<file path="src/rtl/prescaled_up_counter.sv">
// prescaled_up_counter: modulo max_val+1 up counter with prescaler, load, one-shot halt, tc pulse and sticky ovf
module prescaled_up_counter #(
  parameter int WIDTH = 4,
  parameter int PRE_WIDTH = 4
) (
  input  logic                 clk,
  input  logic                 rst,
  input  logic                 en,
  input  logic                 load,
  input  logic [WIDTH-1:0]     load_val,
  input  logic [PRE_WIDTH-1:0] prescale,
  input  logic [WIDTH-1:0]     max_val,
  input  logic                 one_shot,
  input  logic                 clr_ovf,
  output logic [WIDTH-1:0]     count,
  output logic                 tc,
  output logic                 ovf,
  output logic                 running
);
  typedef enum logic {RUN, HALT} state_t;
  state_t state;
  logic [PRE_WIDTH-1:0] pre_cnt;
  logic tick, adv, at_max, hit, tc_nxt;
  always_comb begin
    tick = en && pre_cnt >= prescale;
    adv = tick && state == RUN;
    at_max = count >= max_val;
    hit = WIDTH'(count + 1'b1) == max_val;
    tc_nxt = !load && adv && (at_max ? !one_shot : one_shot && hit);
  end
  assign running = state == RUN && en;
  always_ff @(posedge clk or negedge rst)
    if (!rst) begin
      state <= RUN;
      pre_cnt <= '0;
      count <= '0;
      tc <= 1'b0;
      ovf <= 1'b0;
    end else begin
      tc <= tc_nxt;
      ovf <= tc_nxt | (ovf & ~clr_ovf);
      if (load) begin
        count <= load_val;
        pre_cnt <= '0;
        state <= RUN;
      end else begin
        if (en) pre_cnt <= tick ? '0 : pre_cnt + 1'b1;
        if (adv) count <= at_max ? '0 : count + 1'b1;
        if (adv && !at_max && one_shot && hit) state <= HALT;
      end
    end
endmodule

</file>
<file path="config.mk">
export PLATFORM = sky130hd
export DESIGN_NAME = prescaled_up_counter
export DESIGN_NICKNAME = d
export VERILOG_FILES = /design/src/rtl/prescaled_up_counter.sv
export SDC_FILE = /design/constraint.sdc
export NUM_CORES = 1
export LEC_CHECK = 0
export ABC_CLOCK_PERIOD_IN_PS = 3400
export CAP_MARGIN = 10
export CORE_MARGIN = 3
export CORE_UTILIZATION = 31
export DETAILED_ROUTE_END_ITERATION = 10
export PLACE_DENSITY = 0.55
export SLEW_MARGIN = 10
export SYNTH_ARGS = -nofsm -noshare
export SYNTH_HDL_FRONTEND = slang
export SYNTH_SLANG_ARGS = --single-unit
</file>
<file path="constraint.sdc">
create_clock -name clk -period 3.4 [get_ports clk]
set_clock_uncertainty 0.2 [all_clocks]
set_input_delay 0.68 -clock clk [delete_from_list [all_inputs] [get_ports clk]]
set_output_delay 0.68 -clock clk [all_outputs]
set_load 0.005 [all_outputs]
</file>
==> run_results.csv <==
group,metric,value,unit
timing,grt_setup_unrepaired,"false",
setup_path,worstSetupStartpointType,"primary input",
yosys,yosysSeqAreaShare,32.0,%
global_routing,grt_antenna_before_repair,0,
global_routing,grt-ovfl-total,0,
placed_design,dp.cells,146,
timing,min_period_over_period,83.5,%
timing,max_freq,0.352,GHz
yosys,synth_simple_gate_area_share,20.4,%
power,leakage,0.511,nW
yosys,syn_nets,122,
timing,maxSlewHeadroom,63.0,%
setup_path,r2r_slack,1.16,ns
timing,hold_slack,0.334,ns
yosys,synth_compound_area_share,19.8,%
timing,tns,0,ns
yosys,yosys-top-cells-area,"dfrtp_1, ha_1, inv_1",
setup_path,cp_data_required_time,2.52,ns
setup_path,path_class,"in2out",
floorplanning,dieHeight,58.7,um
cells_and_area,final_common_cell,"clkdlybuf4s50_1",
floorplanning,dieArea,3440,um2
floorplanning,core-area,2540,um2
clocking,clock-sinks,11,
timing,report.final.hold_viol_count,0,
timing,drv_slew,0,
timing,worst_pin_slew,0.554,ns
cells_and_area,fin_cells,150,
power,powerDensity,309,nW/um2
global_routing,grt_max_degree,19,
hold_path,holdCritPathClass,"reg2reg",
route,drc_errors,0,
clocking,ctsRootBufferMaster,"clkbuf_4",
yosys,synth_xor_area_share,6.70,%
global_routing,grt_use_total,11.9,%
job,drv_cap,0,
yosys,syn_avg_cell_area,9.14,um2
setup_path,cp_max_fo,4,
yosys,netlist_area,860,um2
clocking,cts_inserted_buffers,3,
floorplanning,initial_core_util,33.8,%
power,power,0.357,mW
timing,fin_crit,2.84,ns
route,first_iter_violations,24,
route,ant_nets,0,
power,ir_worst_vdd,0.234,mV
route,wl,1.88,mm
setup_path,critPathCaptureType,"output pin",
yosys,ys_ff_latch,11,
clocking,clk_path_buf_depth,2,
yosys,yosys.area.top_type,"dfrtp_1",
yosys,synth_top_family_by_area,"simple AND/OR/NAND/NOR gates",
yosys,ys_types,33,
setup_path,worstPathArrival,1.96,ns
route,wire_per_inst,12.5,um
cells_and_area,antennaDiodeCount,0,
timing,setup_violations,0,
yosys,yosys.area_share.adder,14.6,%
floorplanning,die_w,58.7,um
floorplanning,pin_count,25,
clocking,h-tree-depth,1,
route,viasPerCell,5.01,
route,firstDrtPassIters,4,
clocking,ctsResizeCount,0,
cells_and_area,final_net_count,149,
clocking,cts.reportedPaths.clkPinSlew,0.07,ns
cells_and_area,area_growth,34.5,%
clocking,cts_hold_buffers,0,
yosys,synth_cells,94,
yosys,yosysTopAreaCellShare,32.0,%
placed_design,gp_congestion,0.775,
global_routing,grt_pass1_vias,718,
floorplanning,num_rows,18,
clocking,cts_tree,"built",
placed_design,numPortBuffers,24,
status,status,"finished, final reports clean",
clocking,post-cts-setup-buffer-count,0,
yosys,ys_warn_count,0,
cells_and_area,drive_above_1_share,5.00,%
placed_design,place_hpwl,1.51,mm
route,vias,752,
cells_and_area,layout_common_cells,"clkdlybuf4s50_1, inv_1, dfrtp_1",
yosys,synth_mux_area_share,0,%
clocking,clk_latency,0.27,ns
global_routing,grt_pass1_wl,3.13,mm
-- sequential cells by signal, summed over array words and instances (netlist names) --
register and count:
count 4, ovf 1, pre_cnt 4, state 1, tc 1
-- kinds of logic (layout without fill, tap and decap cells) --
family                     count (synthesis)  after routing
and+or+nand+nor                           31             31
AOI/OAI and AO/OA                         22             22
buffers and inverters                     15             41
DFF                                       11             11
adders and majority gates                 10             10
xor gates and xnor gates                   5              5
-- worst max-delay path, cell delays in order --
cell	delay, ns
clkdlybuf4s50_1	0.52
nor2b_1	0.22
clkdlybuf4s50_1	0.53
-- final cells by class --
cell class	instances	area (um2)
Multi-Input combinational cell	68	528
Timing Repair Buffer	24	240
Fill cell	259	1390
Sequential cell	11	275
Inverter	13	48.8
Tap cell	30	37.5
Clock buffer	4	26.3
-- routing by layer --
layer / global-route usage, % / part of all wire, %
met1: 14.8 / 48
met2: 20.1 / 46
met3: 5.04 / 6.1
met4: 0.971 / 0.11
met5: 0 / 0
-- Yosys cell counts --
master     number
nand4_1         1
xnor2_1         2
nand4b_1        1
nor3_1          3
nand3_1         4
inv_1          13
o21a_1          2
a211oi_1        1
a21oi_1         1
nor3b_1         2
dfrtp_1        11
o21ai_1         1
a221o_1         1
o22ai_1         1
nand2b_4        1
nor3b_2         1
xnor3_1         1
xor2_1          2
a32oi_1         1
o211ai_1        1
nand2b_1        2
ha_1           10
nand2_1         6
a21boi_0        2
o32ai_1         1
o311ai_0        1
and4b_1         1
o21ai_0         6
nor2_1          7
clkbuf_1        2
a21o_1          2
a2111oi_4       1
nor2b_1         2
-- power breakdown --
group	total, mW	switching [mW]	internal [mW]
clock	0.0919	0.0463	0.0455
sequential	0.149	0.0110	0.138
combinational	0.116	0.0506	0.0657
total	0.357	0.108	0.249
-- final timing paths --
path / from / end / depth (start not counted)
max in group asynchronous: rst / pre_cnt[3] / 1
max reg2reg: pre_cnt[0] / count[1] / 7
min in group asynchronous: rst / tc / 1
min reg2reg: ovf / ovf / 2
min: ovf / ovf / 2
max: en / running / 3
-- per-stage QoR --
step | cell area, um2 | setup WS [ns] | util, %
CTS | 1160 | 0.546 | 45.4
floorplan | 860 | 1.02 | -
detailed placement | 1130 | 0.527 | 44.4
global route | 1160 | 0.470 | 45.4
finish | 1160 | 0.561 | 45.4
global placement | 1130 | 0.549 | 44.4
(Power assumes the default switching activity.)
